==> src/rtl/seq_pattern_tx_if.sv <==
// Bus bundle for the serial frame generator.
// The master side requests frames and observes the serial stream.
// The slave side is the generator itself.
interface seq_pattern_tx_if #(
    parameter int DATA_W = 8
) ();
    logic              start_valid;
    logic              start_ready;
    logic [DATA_W-1:0] data_in;
    logic              bit_out;
    logic              bit_valid;
    logic              sync_done;
    logic              frame_done;
    logic              busy;
    logic [1:0]        st;

    modport master (
        output start_valid, data_in,
        input  start_ready, bit_out, bit_valid, sync_done, frame_done, busy, st
    );

    modport slave (
        input  start_valid, data_in,
        output start_ready, bit_out, bit_valid, sync_done, frame_done, busy, st
    );
endinterface

==> src/rtl/seq_pattern_tx.sv <==
// Serial frame generator: sends a sync pattern (MSB first), then a payload
// (MSB first), then a fixed number of idle gap cycles. Frames start on a
// valid/ready handshake that is only open while idle.
module seq_pattern_tx #(
    parameter int               PAT_W   = 4,
    parameter logic [PAT_W-1:0] PATTERN = 4'b1101,
    parameter int               DATA_W  = 8,
    parameter int               GAP_CYC = 2
) (
    input  logic           clk,
    input  logic           rst_n,
    seq_pattern_tx_if.slave bus
);

    // One counter is shared by all phases, so it must cover the longest one.
    localparam int MAX_PD  = (PAT_W > DATA_W) ? PAT_W : DATA_W;
    localparam int MAX_ALL = (MAX_PD > GAP_CYC) ? MAX_PD : GAP_CYC;
    localparam int CW      = $clog2(MAX_ALL + 1);

    localparam logic [CW-1:0] PAT_LAST  = CW'(PAT_W - 1);
    localparam logic [CW-1:0] DATA_LAST = CW'(DATA_W - 1);
    localparam logic [CW-1:0] GAP_LAST  = CW'((GAP_CYC > 0) ? (GAP_CYC - 1) : 0);

    typedef enum logic [1:0] {
        IDLE = 2'b00,
        SYNC = 2'b01,
        DATA = 2'b10,
        GAP  = 2'b11
    } state_t;

    state_t            state;
    logic [CW-1:0]     cnt;
    logic [CW-1:0]     cnt_inc;
    logic [DATA_W-1:0] data_sh;
    logic [PAT_W-1:0]  pat_sh;
    logic              accept;

    assign accept  = bus.start_valid && (state == IDLE);
    assign cnt_inc = cnt + CW'(1);

    // Handshake and status are pure decodes of the registered state.
    assign bus.start_ready = (state == IDLE);
    assign bus.busy        = (state != IDLE);
    assign bus.st          = state;

    // Frame sequencer: cnt holds the index of the bit currently on bit_out,
    // and every output is loaded one edge ahead of the cycle it describes.
    always_ff @(posedge clk or negedge rst_n) begin
        if (!rst_n) begin
            state          <= IDLE;
            cnt            <= '0;
            data_sh        <= '0;
            pat_sh         <= '0;
            bus.bit_out    <= 1'b0;
            bus.bit_valid  <= 1'b0;
            bus.sync_done  <= 1'b0;
            bus.frame_done <= 1'b0;
        end else begin
            bus.bit_out    <= 1'b0;
            bus.bit_valid  <= 1'b0;
            bus.sync_done  <= 1'b0;
            bus.frame_done <= 1'b0;
            case (state)
                IDLE: begin
                    if (accept) begin
                        state         <= SYNC;
                        cnt           <= '0;
                        data_sh       <= bus.data_in;
                        pat_sh        <= PATTERN << 1;
                        bus.bit_out   <= PATTERN[PAT_W-1];
                        bus.bit_valid <= 1'b1;
                        bus.sync_done <= (PAT_W == 1);
                    end
                end
                SYNC: begin
                    bus.bit_valid <= 1'b1;
                    if (cnt == PAT_LAST) begin
                        state          <= DATA;
                        cnt            <= '0;
                        bus.bit_out    <= data_sh[DATA_W-1];
                        data_sh        <= data_sh << 1;
                        bus.frame_done <= (DATA_W == 1);
                    end else begin
                        cnt           <= cnt_inc;
                        bus.bit_out   <= pat_sh[PAT_W-1];
                        pat_sh        <= pat_sh << 1;
                        bus.sync_done <= (cnt_inc == PAT_LAST);
                    end
                end
                DATA: begin
                    if (cnt == DATA_LAST) begin
                        cnt   <= '0;
                        state <= (GAP_CYC > 0) ? GAP : IDLE;
                    end else begin
                        cnt            <= cnt_inc;
                        bus.bit_valid  <= 1'b1;
                        bus.bit_out    <= data_sh[DATA_W-1];
                        data_sh        <= data_sh << 1;
                        bus.frame_done <= (cnt_inc == DATA_LAST);
                    end
                end
                GAP: begin
                    if (cnt == GAP_LAST) begin
                        state <= IDLE;
                        cnt   <= '0;
                    end else begin
                        cnt <= cnt_inc;
                    end
                end
                default: begin
                    state <= IDLE;
                    cnt   <= '0;
                end
            endcase
        end
    end

endmodule
==> src/flat_wrapper.sv <==
// flat-port wrapper written by rule: the top's interface ports become plain ports
module seq_pattern_tx_flat 
#(
    parameter int               PAT_W   = 4,
    parameter logic [PAT_W-1:0] PATTERN = 4'b1101,
    parameter int               DATA_W  = 8,
    parameter int               GAP_CYC = 2
)
  (clk, rst_n, bus_start_valid, bus_data_in, bus_start_ready, bus_bit_out, bus_bit_valid, bus_sync_done, bus_frame_done, bus_busy, bus_st);
  seq_pattern_tx_if #(.DATA_W(DATA_W)) bus_i ();
  input  logic clk;
  input  logic rst_n;
  input wire logic [$bits(bus_i.start_valid)-1:0] bus_start_valid;
  input wire logic [$bits(bus_i.data_in)-1:0] bus_data_in;
  output wire logic [$bits(bus_i.start_ready)-1:0] bus_start_ready;
  output wire logic [$bits(bus_i.bit_out)-1:0] bus_bit_out;
  output wire logic [$bits(bus_i.bit_valid)-1:0] bus_bit_valid;
  output wire logic [$bits(bus_i.sync_done)-1:0] bus_sync_done;
  output wire logic [$bits(bus_i.frame_done)-1:0] bus_frame_done;
  output wire logic [$bits(bus_i.busy)-1:0] bus_busy;
  output wire logic [$bits(bus_i.st)-1:0] bus_st;
  assign bus_i.start_valid = bus_start_valid;
  assign bus_i.data_in = bus_data_in;
  assign bus_start_ready = bus_i.start_ready;
  assign bus_bit_out = bus_i.bit_out;
  assign bus_bit_valid = bus_i.bit_valid;
  assign bus_sync_done = bus_i.sync_done;
  assign bus_frame_done = bus_i.frame_done;
  assign bus_busy = bus_i.busy;
  assign bus_st = bus_i.st;
  seq_pattern_tx #(.PAT_W(PAT_W), .PATTERN(PATTERN), .DATA_W(DATA_W), .GAP_CYC(GAP_CYC)) u_core (.clk(clk), .rst_n(rst_n), .bus(bus_i));
endmodule
==> config.mk <==
export PLATFORM = sky130hd
export DESIGN_NAME = seq_pattern_tx_flat
export DESIGN_NICKNAME = d
export VERILOG_FILES = /design/src/rtl/seq_pattern_tx_if.sv /design/src/rtl/seq_pattern_tx.sv /design/src/flat_wrapper.sv
export SDC_FILE = /design/constraint.sdc
export NUM_CORES = 1
export LEC_CHECK = 0
export ABC_AREA = 1
export BUFFER_PORTS_ARGS = -buffer_cell sky130_fd_sc_hd__buf_2
export CAP_MARGIN = 20
export CORE_UTILIZATION = 55
export CTS_CLUSTER_SIZE = 12
export DETAILED_ROUTE_END_ITERATION = 16
export GPL_TIMING_DRIVEN = 0
export PLACE_DENSITY = 0.78
export SLEW_MARGIN = 20
export SYNTH_ARGS = -nofsm -noshare
export SYNTH_HDL_FRONTEND = slang
export SYNTH_SLANG_ARGS = --single-unit
==> constraint.sdc <==
create_clock -name clk -period 1.75 [get_ports clk]
set_input_delay 0.2625 -clock clk [delete_from_list [all_inputs] [get_ports clk]]
set_output_delay 0.2625 -clock clk [all_outputs]
set_load 0.01 [all_outputs]
==> metrics.txt, run 1 <==
status=finished, final reports clean; vias=976; Cell Area, Synth=1245 sq um; Gate power share=0.591; Seq/Total Area, Yosys=0.4221; CTS buffer count=3; switching pwr=1.167 mW; startpoint types=flop; hold_sp=bus_data_in[0]; Post-Synthesis Cells=140; reg2reg start=u_core.bus.st[0]; largest net degree at the start of global routing=22; Rows=16; clock power share=0.088; starting DRC count in detailed routing=15; FILL cells=178; data required time of the worst path=1.98 ns; DRC viols=0; RSZ-0062 raised after global routing=no; Post-DP HPWL=1731 microns; synth-to-layout area growth=13.27%; post-synth cell types=22; Inserted Diodes=0; share of power burned in registers=0.322; final worst path period share=0.9238; gr usage total=0.2080; CTS sink count=21; clock buffer depth=2; Leakage Power=0.7466 nW; Rel. slew slack=0.7002; # port buffers=18; Finish-stage setup viols=0; vias in the first global route=956; total grt overflow=0; setup TNS=0 ns; worst r2r path cells=9; WL/cell=11.86 microns; Worst-Skew Late Latency=0.29 ns; hold_ws=0.2197 ns; initial antenna violation count=0; num ports=19; Clock transition at path regs=0.11 ns; Mapped Avg Cell Area=8.892 sq um; Final ANT Viol Nets=0; Layout Nets=185; Peak VDD IR=1.270 mV; Seq cells post-synth=21; Sequential Area=525.5 sq um; critical path peak fanout=10; core region area=2042 sq um; Net Count, Synth=161; # Post-CTS Setup Buffers=0; Clock Tree Root=clkbuf_4; f_max=618.6 MHz; crit path kind=flop to flop; DRT Wirelength=2253 microns; layout cells sized above 1=0.2577; TritonRoute pass-1 iters=4; Final Hold Fails=0; Power per Cell Area=1795 nW/um^2; Hold Path Depth=3; via/cell ratio=5.137; Crit path arrival time=1.84 ns; Placer Congestion=0.8768; Die ar.=2458 sq um; multi-input gate area in the final layout=640.6 sq um; Initial Utilization=0.6097; Power Internal=1.365 mW; Hold EP=u_core.data_sh[0]; Die Y=49.58 microns; global-route wire length before repair=3988 microns; Pins Over Slew Limit=0; CTS tree=done; die width=49.58 microns; synth warn=0; htree depth=1; worst reg2reg path endpoint=u_core.data_sh[0]; Slew @ Worst Pin=0.4497 ns; fin crit period=1.617 ns; Worst Hold Class=primary input to flop; worst reg-to-reg setup slack=0.13 ns; clk_skew=0.003849 ns; Max-Cap Viols=0; critical path capture point type=flop; switching share of total power=0.4610
-- worst max-delay path by stage --
stage                startpoint                 to  slack [ns]  cells after the start
5_1_grt        u_core.bus.st[0]  u_core.data_sh[1]       0.007                      5
6_report       u_core.bus.st[0]  u_core.data_sh[0]        0.13                      9
3_3_place_gp   u_core.bus.st[0]  u_core.data_sh[0]        0.16                      9
4_1_cts        u_core.bus.st[0]  u_core.data_sh[0]        0.08                      9
3_5_place_dp   u_core.bus.st[0]  u_core.data_sh[6]        0.11                      9
2_1_floorplan  u_core.bus.st[0]  u_core.data_sh[6]        0.13                      9
-- power by group through the flow --
stage,Clock [mW],Sequential (mW),Combinational (mW)
detailed placement,0,0.825,1.49
global route,0.260,0.837,1.68
global placement,0,0.814,1.44
finish,0.222,0.814,1.50
floorplan,0,0.820,1.15
CTS,0.235,0.813,1.50
-- sequential cells by signal, indices dropped and copies added, names as in the netlist --
signal	count
u_core.data_sh	8
u_core.bus.frame_done	1
u_core.bus.sync_done	1
u_core.bus.st	2
u_core.pat_sh	3
u_core.cnt	4
u_core.bus.bit_valid	1
u_core.bus.bit_out	1
-- critical path: stages, from the launching register on --
cell and delay (ns):
dfrtp_1 0.46, inv_1 0.13, ha_2 0.23, inv_2 0.06, nor2_4 0.18, nor2_2 0.07
nand3_4 0.11, buf_6 0.17, nand2_1 0.08, o21ai_2 0.05
-- cells in the final DEF, fill, tap and decap left out --
cell type	count
xnor2_1	1
mux2i_1	7
nand3_1	10
a21oi_1	3
nor3_1	1
dfrtp_1	21
o21ai_0	7
ha_1	8
ha_2	2
inv_2	1
dlygate4sd3_1	1
nand2_1	39
nor2_4	2
nand4_1	2
nand2_2	1
nor2_2	1
inv_1	14
nand2_4	1
o21ai_2	9
nand3_4	1
nor2_1	5
a31oi_1	1
clkbuf_1	1
buf_2	19
buf_6	2
clkbuf_4	3
-- layout make-up --
class,instances,area share
buffer,3,0.01952
timing repair buffer,19,0.07099
tap,27,0.02396
inverter,15,0.03993
clock buffer,4,0.01863
multi-input combinational,101,0.4543
sequential,21,0.3727
-- repair_timing --
action	CTS	global route
endpoints found under the setup margin	0	5
hold endpoints to repair	21	0
gates resized for setup	0	2
hold buffers	1	0
-- routing by layer --
| metal | part of all wire | up-vias | wire (microns) | global-route usage |
|---|---|---|---|---|
| met5 | 0 | - | 0 | 0 |
| met4 | 0 | 0 | 0 | 0.05238 |
| met3 | 0.024 | 0 | 55 | 0.03395 |
| met2 | 0.49 | 17 | 1105 | 0.3514 |
| met1 | 0.48 | 459 | 1092 | 0.2758 |
| li1 | - | 500 | - | - |
-- cells by family (layout without fill, tap and decap cells) --
kind of cell	count (synthesis)	after routing	share of synthesized area
AO/OA/AOI/OAI	20	20	0.1085
buffers and inverters	18	41	0.06733
AND/OR/NAND/NOR	63	63	0.2382
multiplexers	7	7	0.05628
flip-flops	21	21	0.4221
XOR/XNOR	1	1	0.007036
adder cells (fa/ha/maj)	10	10	0.1005
-- per-stage QoR --
step	cell area [sq um]	util	worst slack, ns	std cells	power, mW
global placement	1369	0.6703	0.1609	185	2.253
detailed placement	1369	0.6703	0.1088	185	2.318
finish	1410	0.6906	0.1333	190	2.531
CTS	1405	0.6881	0.07533	190	2.552
floorplan	1245	-	0.1323	140	1.971
global route	1410	0.6906	0.006574	190	2.777
-- synth_stat cells --
library cell  count  share of area
a21oi_1           3          0.012
a31oi_1           1         0.0050
buf_2             1         0.0040
buf_6             2          0.018
dfrtp_1          21           0.42
ha_1             10           0.10
inv_1            14          0.042
inv_2             1         0.0030
mux2i_1           7          0.056
nand2_1          39           0.12
nand2_2           1         0.0050
nand2_4           1         0.0090
nand3_1          10          0.040
nand3_4           1          0.014
nand4_1           2          0.010
nor2_1            5          0.015
nor2_2            1         0.0050
nor2_4            2          0.018
nor3_1            1         0.0040
o21ai_0           7          0.028
o21ai_2           9          0.063
xnor2_1           1         0.0070
Power figures use the tool's default switching activity.
==> run 2, diff against run 1 <==
PLACE_DENSITY = 0.84   (was 0.78)
==> metrics.txt, run 2 (synthesized netlist as in run 1, its figures left out) <==
status=finished, final reports clean; # port buffers=18; final worst path period share=0.9142; Final Hold Fails=0; CTS sink count=21; via/cell ratio=5.505; f_max=625.1 MHz; largest net degree at the start of global routing=22; Leakage Power=0.7454 nW; total grt overflow=0; starting DRC count in detailed routing=47; commonest non-fill, non-tap cell in the layout=nand2_1; Clock Tree Root=clkbuf_4; Finish-stage setup viols=0; crit path kind=flop to flop; Worst path max stage delay=0.46 ns; layout cells sized above 1=0.2699; core region area=2042 sq um; Slew @ Worst Pin=0.4601 ns; Power per Cell Area=1842 nW/um^2; vias in the first global route=999; die width=49.58 microns; Rel. slew slack=0.6933; htree depth=1; Sequential Area=526.8 sq um; Rows=16; Largest register FFs=8; Max-Cap Viols=0; Post-DP HPWL=1788 microns; worst reg-to-reg setup slack=0.15 ns; Buf+Inv Stages, Crit Path=3; clock buffer depth=2; Final ANT Viol Nets=0; total power=2.612 mW; FILL cells=162; Die ar.=2458 sq um; Layout Nets=185; DRT Wirelength=2519 microns; DP Worst Slack=0.07946 ns; global-route wire length before repair=4422 microns; Worst Setup EP=u_core.data_sh[0]; gr usage total=0.2349; critical path's slowest cell=dfrtp_1; Placer Congestion=0.8586; Most flops, register=u_core.data_sh; CTS tree=done; fin cells=190; Peak VDD IR=1.381 mV; crit path launch=u_core.bus.st[1]; Inserted Diodes=0; vias=1046; Placed Cells=185; CP Depth=9; Pins Over Slew Limit=0; Worst-Skew Late Latency=0.30 ns; fin crit period=1.600 ns; critical path peak fanout=10; Crit path max-delay family=flip-flops; Crit path arrival time=1.84 ns; worst r2r path cells=9; worst path cell trace=inv_1, ha_2, inv_2, nor2_4, nor2_2, nand3_4, buf_6, nand2_1, o21ai_2; critical path capture point type=flop; clk_skew=0.007447 ns; Die Y=49.58 microns; commonest non-fill, non-tap cells in the layout=nand2_1 (39), dfrtp_1 (20), buf_2 (18); CTS buffer count=3; startpoint types=flop; data required time of the worst path=1.99 ns; reg2reg start=u_core.bus.st[1]; setup TNS=0 ns; multi-input gate area in the final layout=640.6 sq um; WL/cell=13.26 microns; Worst Hold Class=primary input to flop; worst reg2reg path endpoint=u_core.data_sh[0]; synth-to-layout area growth=13.87%; setup ws final=0.1502 ns; biggest regs=u_core.data_sh: 8 flops, u_core.cnt: 4 flops, u_core.pat_sh: 3 flops; Clock transition at path regs=0.12 ns; Initial Utilization=0.6097; num ports=19; TritonRoute pass-1 iters=6; DRC viols=0; initial antenna violation count=0
[run 2: what timing repair did]
item / 4_1_cts / 5_1_grt
hold buffers: 1 / 0
endpoints found under the hold margin: 21 / 0
setup buffers: 0 / 1
resized for setup: 0 / 3
endpoints found under the setup margin: 0 / 15
[run 2: worst min-delay path: stages]
cell     delay, ns
buf_2         0.10
nand2_1       0.07
o21ai_2       0.06
[run 2: per-layer routing]
| metal | global-route usage | wire length, microns | up-vias |
|---|---|---|---|
| met2 | 0.4324 | 1255 | 53 |
| met3 | 0.02778 | 175 | 8 |
| met4 | 0.05238 | 53 | 0 |
| met5 | 0 | 0 | - |
| li1 | - | - | 502 |
| met1 | 0.2900 | 1036 | 483 |
[run 2: area by class of cell]
| type | instances | area share |
|---|---|---|
| clock buffers | 3 | 0.01589 |
| multi-input cells | 101 | 0.4519 |
| inverters | 15 | 0.03972 |
| plain buffers | 2 | 0.01589 |
| flip-flops and latches | 21 | 0.3716 |
| well taps | 27 | 0.02383 |
| repair buffers | 20 | 0.07590 |
| clock inverters | 1 | 0.005296 |
[run 2: worst min path at each step]
| stage | start | endpoint | slack, ns | depth (start not counted) |
|---|---|---|---|---|
| 4_1_cts | bus_data_in[0] | u_core.data_sh[0] | 0.21 | 3 |
| 3_5_place_dp | rst_n | u_core.cnt[3] | 0.24 | 1 |
| 5_1_grt | bus_data_in[0] | u_core.data_sh[0] | 0.21 | 3 |
| 6_report | bus_data_in[0] | u_core.data_sh[0] | 0.21 | 3 |
| 3_3_place_gp | rst_n | u_core.bus.frame_done | 0.24 | 1 |
| 2_1_floorplan | rst_n | u_core.bus.bit_out | -0.03 | 0 |
[run 2: stage by stage]
stage | util | area [sq um] | hold slack, ns
finish | 0.6942 | 1418 | 0.2084
global route | 0.6942 | 1418 | 0.2067
CTS | 0.6900 | 1409 | 0.2078
detailed placement | 0.6703 | 1369 | 0.2436
global placement | 0.6703 | 1369 | 0.2355
floorplan | - | 1245 | -0.03309
[run 2: where the power goes]
group | internal (mW) | leakage, nW | switching, mW
clock | 0.0870 | 0.0139 | 0.153
sequential | 0.682 | 0.268 | 0.140
combinational | 0.617 | 0.463 | 0.932
total | 1.39 | 0.745 | 1.23
==> run 3, diff against run 2 <==
ABC_AREA = 0   (was 1)
==> metrics.txt, run 3 <==
status=complete, but fails checks; failing checks=negative setup slack; crit path kind=flop to flop; Die Y=49.63 microns; CTS buffer count=3; biggest regs=u_core.data_sh: 8 flops, u_core.cnt: 4 flops, u_core.pat_sh: 3 flops; DRC viols=0; vias=1142; initial antenna violation count=0; Largest register FFs=8; Worst-Skew Late Latency=0.30 ns; synth-to-layout area growth=37.71%; hold_ws=0.2197 ns; Die ar.=2463 sq um; gr usage total=0.2493; Rel. slew slack=0.6139; worst reg-to-reg setup slack=-0.1 ns; Max-Cap Viols=0; Worst path most repeated cell=buf_6; htree depth=1; Post-synth ARST share=1.000; Yosys top cell area share=0.4213; Most flops, register=u_core.data_sh; Placed Cells=169; Worst path max stage delay=0.43 ns; Seq cells post-synth=21; CTS tree=done; Final ANT Viol Nets=0; critical path capture point type=flop; num ports=19; final worst path period share=1.055; Cell Area, Synth=1247 sq um; Final Hold Fails=0; Power per Cell Area=2013 nW/um^2; clock buffer depth=2; f_max=541.5 MHz; Initial Utilization=0.6109; vias in the first global route=971; synth warn=0; Mapped Avg Cell Area=10.06 sq um; top_reg_cell synth=dfrtp_1; global-route wire length before repair=4623 microns; WL/cell=16.55 microns; via/cell ratio=5.979; die width=49.63 microns; total grt overflow=0; Placer Congestion=0.7883; DP Worst Slack=-0.3940 ns; largest net degree at the start of global routing=22; Post-Synthesis Cells=124; startpoint types=flop; Pins Over Slew Limit=0; Slew @ Worst Pin=0.5792 ns; Net Count, Synth=145; Layout Nets=186; leading area contributor after synthesis=dfrtp_1; # port buffers=18; CTS sink count=21; setup TNS=-0.7857 ns; fin cells=191; Post-synth EDFFs=0; worst path cell trace=ha_4, or3b_4, a2111oi_4, buf_6, buf_6, nor2_2, a21oi_2; Clock Tree Root=clkbuf_4; starting DRC count in detailed routing=43; Post-DP HPWL=1701 microns; most frequent cell after synthesis=dfrtp_1; commonest non-fill, non-tap cell in the layout=buf_2; DP Area=1384 sq um; TritonRoute pass-1 iters=5; critical path peak fanout=7; total power=3.459 mW; data required time of the worst path=1.98 ns; setup ws final=-0.09682 ns; DRT Wirelength=3162 microns; core region area=2042 sq um; Rows=16; critical path's slowest cell=or3b_4; Peak VDD IR=1.828 mV; post-synth cell types=35; Post-synth top cells=dfrtp_1 (21), nor2_1 (17), ha_1 (10); Clock transition at path regs=0.13 ns; Crit path arrival time=2.08 ns; layout cells sized above 1=0.4878; RSZ-0062 raised after global routing=yes; Leakage Power=0.7845 nW; Layout Utilization=0.8413; post-layout instance area=1718 sq um; Seq/Total Area, Yosys=0.4213; Finish-stage setup viols=12; commonest non-fill, non-tap cells in the layout=buf_2 (18), dfrtp_1 (17), nor2_1 (14); Worst Hold Class=primary input to flop; clk_skew=0.008393 ns; synth top area cells=dfrtp_1 (42%), ha_1 (10%), mux2i_1 (6.4%); fin crit period=1.847 ns; Inserted Diodes=0
-- run 3: kinds of logic (layout without fill, tap and decap cells) --
family / count (synthesis) / in the layout / share of synthesized area
compound gates: 27 / 27 / 0.1575
xor+xnor: 2 / 2 / 0.01404
fa+ha+maj: 10 / 10 / 0.1003
buf+inv: 17 / 57 / 0.07422
flops: 21 / 21 / 0.4213
mux: 9 / 9 / 0.07322
simple gates: 38 / 38 / 0.1595
-- run 3: worst max-delay path: cells and delay by family, from the launching register on --
kind	cells	cell delay, ns
AOI/OAI and AO/OA	2	0.42
DFF	1	0.42
and+or+nand+nor	2	0.47
buffers and inverters	2	0.31
adders and majority gates	1	0.15
-- run 3: path summary, 6_finish.rpt --
check / startpoint / cells past startpoint / to
worst max-delay path: u_core.cnt[0] / 7 / u_core.data_sh[6]
worst min-delay path: bus_data_in[0] / 3 / u_core.data_sh[0]
worst max register to register: u_core.cnt[0] / 7 / u_core.data_sh[6]
worst min register to register: u_core.pat_sh[1] / 2 / u_core.pat_sh[1]
max in group asynchronous: rst_n / 2 / u_core.bus.st[0]
min in group asynchronous: rst_n / 2 / u_core.cnt[1]
-- run 3: routing by layer --
layer / track usage / share of wire / vias to the layer above
li1: - / - / 509
met1: 0.3560 / 0.44 / 550
met2: 0.3919 / 0.46 / 71
met3: 0.04012 / 0.076 / 12
met4: 0.06667 / 0.029 / 0
met5: 0 / 0 / -
-- run 3: power by group --
part,internal (mW),switching (mW)
Clock,0.0850,0.149
Combinational,1.19,1.22
Sequential,0.690,0.130
Total,1.96,1.50
-- run 3: area by class of cell --
cell class / count / area, sq um
clock buffers: 3 / 22.52
well taps: 27 / 33.78
plain buffers: 6 / 52.55
repair buffers: 38 / 276.5
multi-input cells: 86 / 763.2
fillers: 109 / 324.1
flip-flops and latches: 21 / 530.5
clock inverters: 1 / 5.005
inverters: 9 / 33.78
-- run 3: what timing repair did --
item,in CTS,in global routing
pin swaps,5,6
setup endpoints to repair,16,16
resized for setup,26,18
setup buffers,9,10
endpoints found under the hold margin,21,0
hold buffers,1,0
gates cloned,1,0
